==> config.mk <==
export PLATFORM = sky130hd
export DESIGN_NAME = inst_fetch_unit
export DESIGN_NICKNAME = d
export VERILOG_FILES = /design/src/rtl/inst_fetch_unit_pkg.sv /design/src/rtl/inst_fetch_unit_fetch_fifo.sv /design/src/rtl/inst_fetch_unit.sv
export SDC_FILE = /design/constraint.sdc
export NUM_CORES = 1
export LEC_CHECK = 0
export BUFFER_PORTS_ARGS = -buffer_cell sky130_fd_sc_hd__buf_2
export CORE_MARGIN = 4
export CORE_UTILIZATION = 45
export DETAILED_ROUTE_END_ITERATION = 8
export GPL_ROUTABILITY_DRIVEN = 0
export PLACE_DENSITY = 0.68
export SLEW_MARGIN = 10
export SYNTH_ARGS = -nofsm -noshare
export SYNTH_HDL_FRONTEND = slang
export SYNTH_SLANG_ARGS = --single-unit
==> constraint.sdc <==
create_clock -name clk -period 9.7 [get_ports clk]
set_input_delay 0.97 -clock clk [delete_from_list [all_inputs] [get_ports clk]]
set_output_delay 0.97 -clock clk [all_outputs]
set_load 0.01 [all_outputs]
==> src/rtl/inst_fetch_unit_pkg.sv <==
// Shared constants and types for the instruction fetch unit.
// Provides bus widths, control levels, the PC step and the prefetch entry layout.
package inst_fetch_unit_pkg;

  localparam int unsigned inst_addr_bus_width = 32;

  typedef logic [inst_addr_bus_width-1:0] InstBus;

  localparam InstBus zero_word      = 32'h0000_0000;
  localparam logic   enable_signal  = 1'b1;
  localparam logic   disable_signal = 1'b0;
  localparam InstBus PC_STEP        = 32'h0000_0004;

  typedef struct packed {
    InstBus pc;
    InstBus inst;
  } fetch_entry_t;

  localparam int unsigned ENTRY_W = $bits(fetch_entry_t);

  // Redirect targets are forced onto a word boundary.
  function automatic InstBus word_align(input InstBus addr);
    return {addr[inst_addr_bus_width-1:2], 2'b00};
  endfunction

endpackage

==> src/rtl/inst_fetch_unit_fetch_fifo.sv <==
// Synchronous prefetch FIFO holding {pc, inst} entries.
// Flush has priority over push and pop; head reads as zero while empty.
module fetch_fifo #(
  parameter int unsigned DEPTH = 2,
  parameter int unsigned WIDTH = 64
) (
  input  logic                     clk,
  input  logic                     rst,
  input  logic                     push,
  input  logic                     pop,
  input  logic                     flush,
  input  logic [WIDTH-1:0]         din,
  output logic                     full,
  output logic                     empty,
  output logic [$clog2(DEPTH):0]   count,
  output logic [WIDTH-1:0]         head
);

  localparam int unsigned PTR_W = $clog2(DEPTH);
  localparam int unsigned CNT_W = PTR_W + 1;
  localparam logic [PTR_W-1:0] PTR_ONE  = PTR_W'(1'b1);
  localparam logic [CNT_W-1:0] CNT_ONE  = CNT_W'(1'b1);
  localparam logic [CNT_W-1:0] CNT_FULL = CNT_W'(DEPTH);

  logic [WIDTH-1:0] mem [DEPTH];
  logic [PTR_W-1:0] rd_ptr;
  logic [PTR_W-1:0] wr_ptr;
  logic [CNT_W-1:0] count_q;
  logic             push_ok;
  logic             pop_ok;

  // Status flags and qualified push/pop strobes.
  always_comb begin
    full    = (count_q == CNT_FULL);
    empty   = (count_q == {CNT_W{1'b0}});
    count   = count_q;
    push_ok = push & ~full & ~flush;
    pop_ok  = pop & ~empty & ~flush;
  end

  // Pointer and occupancy bookkeeping.
  always_ff @(posedge clk or posedge rst) begin
    if (rst) begin
      rd_ptr  <= {PTR_W{1'b0}};
      wr_ptr  <= {PTR_W{1'b0}};
      count_q <= {CNT_W{1'b0}};
    end else if (flush) begin
      rd_ptr  <= {PTR_W{1'b0}};
      wr_ptr  <= {PTR_W{1'b0}};
      count_q <= {CNT_W{1'b0}};
    end else begin
      if (push_ok) begin
        wr_ptr <= wr_ptr + PTR_ONE;
      end else begin
        wr_ptr <= wr_ptr;
      end
      if (pop_ok) begin
        rd_ptr <= rd_ptr + PTR_ONE;
      end else begin
        rd_ptr <= rd_ptr;
      end
      case ({push_ok, pop_ok})
        2'b10:   count_q <= count_q + CNT_ONE;
        2'b01:   count_q <= count_q - CNT_ONE;
        default: count_q <= count_q;
      endcase
    end
  end

  // Entry storage; stale slots are never visible because head is gated by empty.
  always_ff @(posedge clk or posedge rst) begin
    if (rst) begin
      for (int i = 0; i < DEPTH; i++) begin
        mem[i] <= {WIDTH{1'b0}};
      end
    end else if (push_ok) begin
      mem[wr_ptr] <= din;
    end else begin
      mem[wr_ptr] <= mem[wr_ptr];
    end
  end

  // Head presentation.
  always_comb begin
    if (empty) begin
      head = {WIDTH{1'b0}};
    end else begin
      head = mem[rd_ptr];
    end
  end

endmodule

==> src/rtl/inst_fetch_unit.sv <==
// Instruction fetch unit: owns the PC, drives the instruction ROM and feeds
// decode from a prefetch FIFO, with redirect flushing on branch/jump.
module inst_fetch_unit
  import inst_fetch_unit_pkg::*;
#(
  parameter InstBus      RESET_PC  = 32'h0000_0000,
  parameter int unsigned BUF_DEPTH = 2
) (
  input  logic        clk,
  input  logic        rst,
  output logic        rom_ce_o,
  output logic [31:0] rom_addr_o,
  input  logic [31:0] rom_inst_i,
  input  logic        branch_flag_i,
  input  logic [31:0] branch_target_i,
  output logic        id_valid_o,
  input  logic        id_ready_i,
  output logic [31:0] id_inst_o,
  output logic [31:0] id_pc_o
);

  localparam int unsigned CNT_W = $clog2(BUF_DEPTH) + 1;
  localparam logic [CNT_W-1:0] CNT_LIMIT = CNT_W'(BUF_DEPTH);

  InstBus                pc;
  logic                  running;
  logic                  ce;
  logic                  fetch;
  logic                  pop;
  logic                  fifo_full;
  logic                  fifo_empty;
  logic [CNT_W-1:0]      fifo_count;
  logic [ENTRY_W-1:0]    fifo_head;
  fetch_entry_t          push_entry;
  fetch_entry_t          head_entry;
  logic                  fifo_full_unused;

  assign fifo_full_unused = fifo_full;

  // Fetch/pop control; ce never depends on id_ready_i, and a redirect cancels both.
  always_comb begin
    ce              = running & (fifo_count < CNT_LIMIT);
    fetch           = ce & ~branch_flag_i;
    pop             = ~fifo_empty & id_ready_i & ~branch_flag_i;
    push_entry.pc   = pc;
    push_entry.inst = rom_inst_i;
    head_entry      = fetch_entry_t'(fifo_head);
  end

  // Fetching is held off for the first cycle after reset release.
  always_ff @(posedge clk or posedge rst) begin
    if (rst) begin
      running <= disable_signal;
    end else begin
      running <= enable_signal;
    end
  end

  // PC register: a redirect reloads it even before running, otherwise it steps on fetch.
  always_ff @(posedge clk or posedge rst) begin
    if (rst) begin
      pc <= RESET_PC;
    end else if (branch_flag_i) begin
      pc <= word_align(branch_target_i);
    end else if (fetch) begin
      pc <= pc + PC_STEP;
    end else begin
      pc <= pc;
    end
  end

  fetch_fifo #(
    .DEPTH (BUF_DEPTH),
    .WIDTH (ENTRY_W)
  ) u_fetch_fifo (
    .clk   (clk),
    .rst   (rst),
    .push  (fetch),
    .pop   (pop),
    .flush (branch_flag_i),
    .din   (push_entry),
    .full  (fifo_full),
    .empty (fifo_empty),
    .count (fifo_count),
    .head  (fifo_head)
  );

  // Output drive; the FIFO already presents a zero head when empty.
  always_comb begin
    rom_ce_o   = ce;
    rom_addr_o = pc;
    id_valid_o = ~fifo_empty;
    if (fifo_empty) begin
      id_inst_o = zero_word;
      id_pc_o   = zero_word;
    end else begin
      id_inst_o = head_entry.inst;
      id_pc_o   = head_entry.pc;
    end
  end

endmodule

Word level (Yosys, flattened, before mapping)
Cells that the tools add are included. Widths: inputs -> output; s select.

Register bits: 165. Input port bits: 68.

$add $sub $neg: 5. Order comparisons: 4. Eq/ne operators: 3. Muxes and demuxes: 21. Bitwise logic cells: 13. Reductions and logical operators: 6.

Operators with widths (count): $mux 64 (7); $bwmux 128 (2); $mux 128 (1); $mux 32 (4); $demux 64 s1 (1); $add 32x3->32 const B (1); $and 1x1->1 (8); $reduce_bool 2->1 (3); $eq 2x2->1 const B (2); $ge 2x2->1 const B (2); $mux 1 (4); $not 1->2 (2); $pmux 2 s2 (1); $not 1->1 (3); $reduce_bool 3->1 (1); $add 1x1->1 const B (2); $add 2x1->2 const B (1); $eq 2x1->1 const B (1); $logic_not 2->1 (1); $lt 2x1->1 const B (1); $lt 2x2->1 const B (1); $mux 2 (1); $sub 2x1->2 const B (1); $logic_and 1x1->1 (1).

Depth between registers and ports, before layout
Gate-level depths: netlist (run 1).

Word-level depth: 9. Gate-level depth with buffers: 6. Depth with buffers taken out: 5.

Cells and area by module
A second synthesis (run 1) with hierarchy kept.

Cells, all modules: 728. Area, all modules: 8454.4 sq um.

Modules (own cells, without submodules): fetch_fifo (instances 1, cells an instance 437, area an instance 6160.9 sq um, sequential area each 3303.2 sq um); inst_fetch_unit (instances 1, cells an instance 291, area an instance 2293.4 sq um, sequential area each 775.7 sq um).

Least setup slack after synthesis (run 1)
No wires, ideal clock.

Path type: reg-to-output. Start: reg u_fetch_fifo.rd_ptr. End: out id_inst_o[11]. Arrival time: 1461 ps. Data required time: 8730 ps. Path slack: 7269 ps. Stages on the path, launching flop included: 5. Path through: dfrtp_1 > clkbuf_1 > buf_1 > mux2i_1 > nor2_1.

Longest elaborated chain between the ends: 5.

Ends and longest elaborated chain: start, declared (line inst_fetch_unit_fetch_fifo.sv:26) `logic [PTR_W-1:0] rd_ptr;`; start signal, assigned (line inst_fetch_unit_fetch_fifo.sv:44) `rd_ptr <= {PTR_W{1'b0}};`; start signal, assigned (line inst_fetch_unit_fetch_fifo.sv:48) `rd_ptr <= {PTR_W{1'b0}};`; start signal, assigned (line inst_fetch_unit_fetch_fifo.sv:58) `rd_ptr <= rd_ptr + PTR_ONE;`; $not 1->2 (implied by the code) (line inst_fetch_unit_fetch_fifo.sv:88) `head = mem[rd_ptr];`; $mux 64 (implied by the code) (3 in series) (line inst_fetch_unit_fetch_fifo.sv:88); $mux 32 (line inst_fetch_unit.sv:93) `if (fifo_empty) begin`; end, declared (line inst_fetch_unit.sv:18) `output logic [31:0] id_inst_o,`.

No other way between the ends. The select of a mux whose other input is x is not followed.

Worst setup path in the final report (run 1)
Start: reg u_fetch_fifo.rd_ptr. End: out id_inst_o[31].

The elaborated chain is that of the path after synthesis.

==> results.json, run 1 <==
{
  "cp-start-kind": "flip-flop",
  "route.detailed.drc": 0,
  "worstReg2RegEnd": "u_fetch_fifo.mem[104]$_DFFE_PP0N_",
  "fmax_mhz": 296,
  "wl_per_cell_um": 16.6,
  "hold_end": "u_fetch_fifo.mem[33]$_DFFE_PP0P_",
  "core_area_um2": 16500,
  "final-setup-viol-count": 0,
  "totalNegativeSetupSlack_ns": 0,
  "overall_routed_net_length_mm": 16.7,
  "critical_setup_path_kind": "flip-flop to output pin",
  "worst_r2r_startpoint": "u_fetch_fifo.count[1]$_DFFE_PP0P_",
  "count_of_endpoints_failing_hold_in_the_final_timing_report": 0,
  "clock_transition_at_the_registers_of_the_reported_paths_ns": 0.06,
  "synth.largest_area_cell": "sky130_fd_sc_hd__dfrtp_1",
  "cts-buffers-inserted": 17,
  "count_of_hold_fix_buffers_inserted_at_cts": 0,
  "cts_setup_buffers": 0,
  "detailedRoute.firstPassIterationCount": 4,
  "drv_cap": 0,
  "min_from": "u_fetch_fifo.mem[33]$_DFFE_PP0P_",
  "tritoncts": "done",
  "die_h_um": 137,
  "vias_per_cell": 5.16,
  "worst_ep_arrival_time_ns": 2.40,
  "finalNonFillerCells": 1003,
  "netlist_top_cells_area": "sky130_fd_sc_hd__dfrtp_1 (54%), sky130_fd_sc_hd__mux2_2 (19%), sky130_fd_sc_hd__mux2i_1 (8.6%)",
  "via_count_of_the_first_global_routing_pass": 5341,
  "run_status": "finished clean",
  "post-route-period-util": 0.348,
  "avgSynthCellArea_um2": 12.1,
  "post_synthesis_cell_area_um2": 7530,
  "placedCellCount": 971,
  "crit_path_required_time_ns": 8.73,
  "reg2regPathDepth": 4,
  "area.sequential_um2": 4080,
  "area_growth_syn_to_layout_pct": 21.2,
  "ff_latch_count_synth": 163,
  "total_grt_usage": 0.182,
  "netlist_instances": 623,
  "seq_area_frac_synth": 0.541,
  "power_density_nw_per_um2": 227,
  "drt-initial-drc-count": 214,
  "cp-end-kind": "output pin",
  "worstHoldPathType": "flip-flop to flip-flop",
  "postCtsResizedCells": 0,
  "floorplan.io_pins": 166,
  "timing.reg2reg.setup_slack_ns": 6.84,
  "timing.critical_path.fanout_max": 42,
  "synth-warning-count": 0,
  "antenna_cells": 0,
  "area_fraction_of_the_dominant_cell_type_after_synthesis": 0.541,
  "io_buffers": 161,
  "std_cell_rows": 47,
  "synth.distinct_cells": 34,
  "dpl.hpwl_mm": 11.1,
  "fillerInstances": 1442,
  "via_count": 5172,
  "final_net_count": 839,
  "multiInputGateArea_um2": 3270,
  "grt_max_degree": 99,
  "antenna_found_initial": 0,
  "min_delay_path_depth": 1,
  "global_route_wire_length_before_repair_mm": 26.9,
  "static-leakage-power_nw": 4.13,
  "max_slew.worst_pin.slew_ns": 1.14,
  "finClkSkew_ns": 0.00567,
  "period_minus_slack_ns": 3.37,
  "cts.root.buffer_cell": "sky130_fd_sc_hd__clkbuf_16",
  "max-clock-path-buffers": 2,
  "num_clock_sinks": 163,
  "vdd.ir_drop.worst_mv": 0.117,
  "final_layout_size_suffix_gt1_frac": 0.423,
  "timing.max_slew.rel_slack": 0.235,
  "htreeDepth": 4,
  "floorplan.die.width_um": 137,
  "overflow": 0,
  "rsz0062_at_grt": "no",
  "die_area_um2": 18900,
  "maxSlewViolCount": 0,
  "clk-insertion-delay-late_ns": 0.41,
  "starting_utilization_of_the_core_area": 0.458,
  "final_antenna_net_count": 0
}
[cells in the mapped netlist, drive strengths merged]
master and n:
ha 1, nand2 39, nand4 8, and2 1, and4 6, nor2 73, a211oi 1, and3 2
nand3 8, mux2i 65, xnor2 12, nor3 4, and4b 1, xor2 18, conb 2, clkbuf 14
nor3b 2, nor4 4, a221o 1, inv 4, buf 27, a21oi 2, mux2 127, dfrtp 163
nor2b 7, o21ai 28, or4b 1, nand2b 1, and3b 1
[metal layers]
| metal | vias to the layer above | global-route usage | wire length, um |
|---|---|---|---|
| li1 | 2438 | - | - |
| met1 | 2564 | 0.247 | 7660 |
| met2 | 145 | 0.289 | 7810 |
| met3 | 25 | 0.0405 | 920 |
| met4 | 0 | 0.0637 | 299 |
| met5 | - | 0 | 0 |
[power by group]
part           total [W]  internal (W)  switching (W)  leakage [nW]
logic           0.000410      0.000228       0.000182          1.85
clock network   0.000703      0.000437       0.000265         0.303
registers       0.000958      0.000852       0.000106          1.97
total            0.00207       0.00152       0.000554          4.13
[cell type report]
cell class              instances  area share
flip-flops and latches        163       0.447
multi-input cells             416       0.358
repair buffers                168      0.0940
clock buffers                  19      0.0485
well taps                     220      0.0301
clock inverters                13      0.0199
inverters                       4     0.00219
[sequential cells by signal (all words and copies together) (netlist names)]
name / count
u_fetch_fifo.mem: 128
u_fetch_fifo.wr_ptr: 1
u_fetch_fifo.rd_ptr: 1
rom_addr_o: 30
running: 1
u_fetch_fifo.count: 2
[metrics by stage]
stage                     setup WS [ns]  hold WS, ns   util  total power, W  area [um^2]
after floorplan                    4.33        0.464      -         0.00125         7540
after global placement             5.95        0.483  0.517         0.00136         8510
after detailed placement           5.93        0.487  0.517         0.00139         8510
after CTS                          6.28        0.508  0.555         0.00209         9130
after global routing               6.22        0.515  0.555         0.00219         9130
final                              6.33        0.501  0.555         0.00207         9130
[layout by cell type, fill, tap and decap left out, types with 12 or more instances in the layout]
cell type                   count
sky130_fd_sc_hd__buf_2        161
sky130_fd_sc_hd__clkbuf_16     17
sky130_fd_sc_hd__dfrtp_1      162
sky130_fd_sc_hd__mux2_2       126
sky130_fd_sc_hd__mux2i_1       65
sky130_fd_sc_hd__nand2_1       39
sky130_fd_sc_hd__nor2_1        72
sky130_fd_sc_hd__o21ai_0       27
sky130_fd_sc_hd__xnor2_1       12
sky130_fd_sc_hd__xor2_1        18
[cells by family after synthesis]
| logic type | after synthesis | synth area share |
|---|---|---|
| DFF | 163 | 0.541 |
| and+or+nand+nor | 158 | 0.0960 |
| buffers and inverters | 45 | 0.0266 |
| adders and majority gates | 1 | 0.00166 |
| other | 2 | 0.000997 |
| muxes | 192 | 0.276 |
| AOI/OAI and AO/OA | 32 | 0.0223 |
| xor gates and xnor gates | 30 | 0.0349 |
[worst max path at each step]
stage / slack, ns / start / endpoint
after floorplan: 4.33 / rst / rom_addr_o[10]$_DFFE_PP0N_
after global placement: 5.95 / branch_flag_i / u_fetch_fifo.mem[119]$_DFFE_PP0N_
after detailed placement: 5.93 / branch_flag_i / u_fetch_fifo.mem[117]$_DFFE_PP0N_
after CTS: 6.28 / u_fetch_fifo.rd_ptr$_DFFE_PP0P_ / id_inst_o[31]
after global routing: 6.22 / u_fetch_fifo.rd_ptr$_DFFE_PP0P_ / id_inst_o[31]
final: 6.33 / u_fetch_fifo.rd_ptr$_DFFE_PP0P_ / id_inst_o[31]
[critical path: stages (launching register included)]
cell and delay [ns]:
sky130_fd_sc_hd__dfrtp_4 0.70, sky130_fd_sc_hd__buf_4 0.68, sky130_fd_sc_hd__mux2i_1 0.29, sky130_fd_sc_hd__nor2_1 0.08
sky130_fd_sc_hd__buf_2 0.17
No activity file was read; power rests on OpenSTA's default activity.
==> inputs of run 2 (changes only) <==
- PLACE_DENSITY: 0.68 -> 0.71
- clock period: 9.7 -> 3 ns (I/O delays scaled with it)
==> results.json, run 2 (synthesized netlist as in run 1, its figures left out) <==
{
  "run_status": "finished clean",
  "count_of_hold_fix_buffers_inserted_at_cts": 0,
  "count_of_endpoints_failing_hold_in_the_final_timing_report": 0,
  "starting_utilization_of_the_core_area": 0.458,
  "global_route_wire_length_before_repair_mm": 27.5,
  "floorplan.io_pins": 166,
  "clock_transition_at_the_registers_of_the_reported_paths_ns": 0.06,
  "overall_routed_net_length_mm": 17.0,
  "static-leakage-power_nw": 4.15,
  "crit_path_required_time_ns": 2.70,
  "clk-insertion-delay-late_ns": 0.43,
  "core_area_um2": 16500,
  "via_count": 5192,
  "path_buf_inv": 2,
  "wl_per_cell_um": 16.8,
  "antenna_cells": 0,
  "tritoncts": "done",
  "drv_cap": 0,
  "critical_setup_path_kind": "flip-flop to output pin",
  "critical_path.cell_chain": "buf_4 -> mux2i_1 -> nor2_1 -> buf_2",
  "worstReg2RegEnd": "u_fetch_fifo.mem[53]$_DFFE_PP0P_",
  "multiInputGateArea_um2": 3270,
  "timing.critical_path.fanout_max": 29,
  "totalNegativeSetupSlack_ns": 0,
  "die_area_um2": 18900,
  "cp-end-kind": "output pin",
  "maxSlewViolCount": 0,
  "floorplan.die.width_um": 137,
  "worst_r2r_startpoint": "u_fetch_fifo.count[1]$_DFFE_PP0P_",
  "reg2regPathDepth": 4,
  "max-clock-path-buffers": 2,
  "register_containing_the_most_flip_flops_in_the_final_layout": "u_fetch_fifo.mem",
  "dpl.hpwl_mm": 11.9,
  "family_of_cells_with_the_greatest_summed_delay_on_the_critical_path": "flip-flops",
  "commonest_cells_after_routing_fill_and_taps_aside": "sky130_fd_sc_hd__dfrtp_1 (162), sky130_fd_sc_hd__buf_2 (161), sky130_fd_sc_hd__mux2_2 (126), sky130_fd_sc_hd__nor2_1 (72), sky130_fd_sc_hd__mux2i_1 (65)",
  "cp_num_cells": 4,
  "die_h_um": 137,
  "cp-start-kind": "flip-flop",
  "final-setup-viol-count": 0,
  "final_layout_size_suffix_gt1_frac": 0.428,
  "post-route-period-util": 0.782,
  "finClkSkew_ns": 0.00805,
  "num_clock_sinks": 163,
  "timing.max_slew.rel_slack": 0.433,
  "final_net_count": 846,
  "critPathSlowestCell": "sky130_fd_sc_hd__dfrtp_4",
  "final_common_cell": "sky130_fd_sc_hd__dfrtp_1",
  "drt-initial-drc-count": 209,
  "fmax_mhz": 426,
  "cts.root.buffer_cell": "sky130_fd_sc_hd__clkbuf_16",
  "htreeDepth": 4,
  "postCtsResizedCells": 0,
  "power_density_nw_per_um2": 716,
  "worst_ep_arrival_time_ns": 2.05,
  "via_count_of_the_first_global_routing_pass": 5479,
  "antenna_found_initial": 0,
  "cts_setup_buffers": 0,
  "grt_max_degree": 75,
  "largest_register_ff_count": 128,
  "total_grt_usage": 0.187,
  "fin_util": 0.560,
  "io_buffers": 161,
  "finalNonFillerCells": 1010,
  "area.sequential_um2": 4080,
  "std_cell_rows": 47,
  "timing.reg2reg.setup_slack_ns": 0.75,
  "worstHoldPathType": "input port to asynchronous set/reset pin",
  "vias_per_cell": 5.14,
  "rsz0062_at_grt": "no",
  "max_slew.worst_pin.slew_ns": 0.848,
  "detailedRoute.firstPassIterationCount": 4,
  "placedCellCount": 978,
  "vdd.ir_drop.worst_mv": 0.415,
  "period_minus_slack_ns": 2.35,
  "critical_path.max_stage_delay_ns": 0.78,
  "cts-buffers-inserted": 17,
  "route.detailed.drc": 0,
  "area_growth_syn_to_layout_pct": 22.4,
  "final_antenna_net_count": 0,
  "fillerInstances": 1410,
  "overflow": 0
}
[run 2: changes by cell type in the layout (fill, tap and decap cells not counted), sizes merged]
cell / delta
clkbuf: +1
bufinv: -2
inv: -2
buf: +7
clkinv: -2
clkinvlp: +5
[run 2: power by group]
part | internal (W) | leakage (nW) | switching (W)
Clock | 0.00127 | 0.270 | 0.000872
Combinational | 0.000756 | 1.91 | 0.000597
Sequential | 0.00276 | 1.97 | 0.000355
Total | 0.00478 | 4.15 | 0.00182
[run 2: through the flow]
| stage | area, um^2 | hold WS (ns) | setup WS [ns] | total power (W) |
|---|---|---|---|---|
| after floorplan | 7540 | 0.421 | 0.629 | 0.00403 |
| after global placement | 8630 | 0.484 | 0.813 | 0.00442 |
| after detailed placement | 8630 | 0.494 | 0.755 | 0.00453 |
| after CTS | 9220 | 0.0475 | 0.592 | 0.00668 |
| after global routing | 9220 | 0.0701 | 0.536 | 0.00698 |
| final | 9220 | 0.0366 | 0.654 | 0.00660 |
[run 2: layer usage]
layer  global-route usage  wire length, um  up-vias
met3               0.0460             1000       22
met2                0.309             8240      140
met1                0.240             7490     2574
met4               0.0643              270        0
met5                    0                0        -
li1                     -                -     2456
[run 2: worst max-delay path by stage]
stage / startpoint / endpoint / slack [ns]
floorplan: rst / rom_addr_o[10]$_DFFE_PP0N_ / 0.63
finish: u_fetch_fifo.rd_ptr$_DFFE_PP0P_ / id_inst_o[12] / 0.65
global placement: u_fetch_fifo.count[1]$_DFFE_PP0P_ / u_fetch_fifo.mem[38]$_DFFE_PP0P_ / 0.81
CTS: u_fetch_fifo.rd_ptr$_DFFE_PP0P_ / id_inst_o[12] / 0.59
global route: u_fetch_fifo.rd_ptr$_DFFE_PP0P_ / id_inst_o[13] / 0.54
detailed placement: u_fetch_fifo.count[1]$_DFFE_PP0P_ / u_fetch_fifo.mem[44]$_DFFE_PP0P_ / 0.75
[run 2: cell type report]
class	instances	area share
flip-flops and latches	163	0.443
repair buffers	175	0.107
clock inverters	12	0.0144
clock buffers	20	0.0495
well taps	220	0.0298
inverters	4	0.00203
multi-input cells	416	0.355
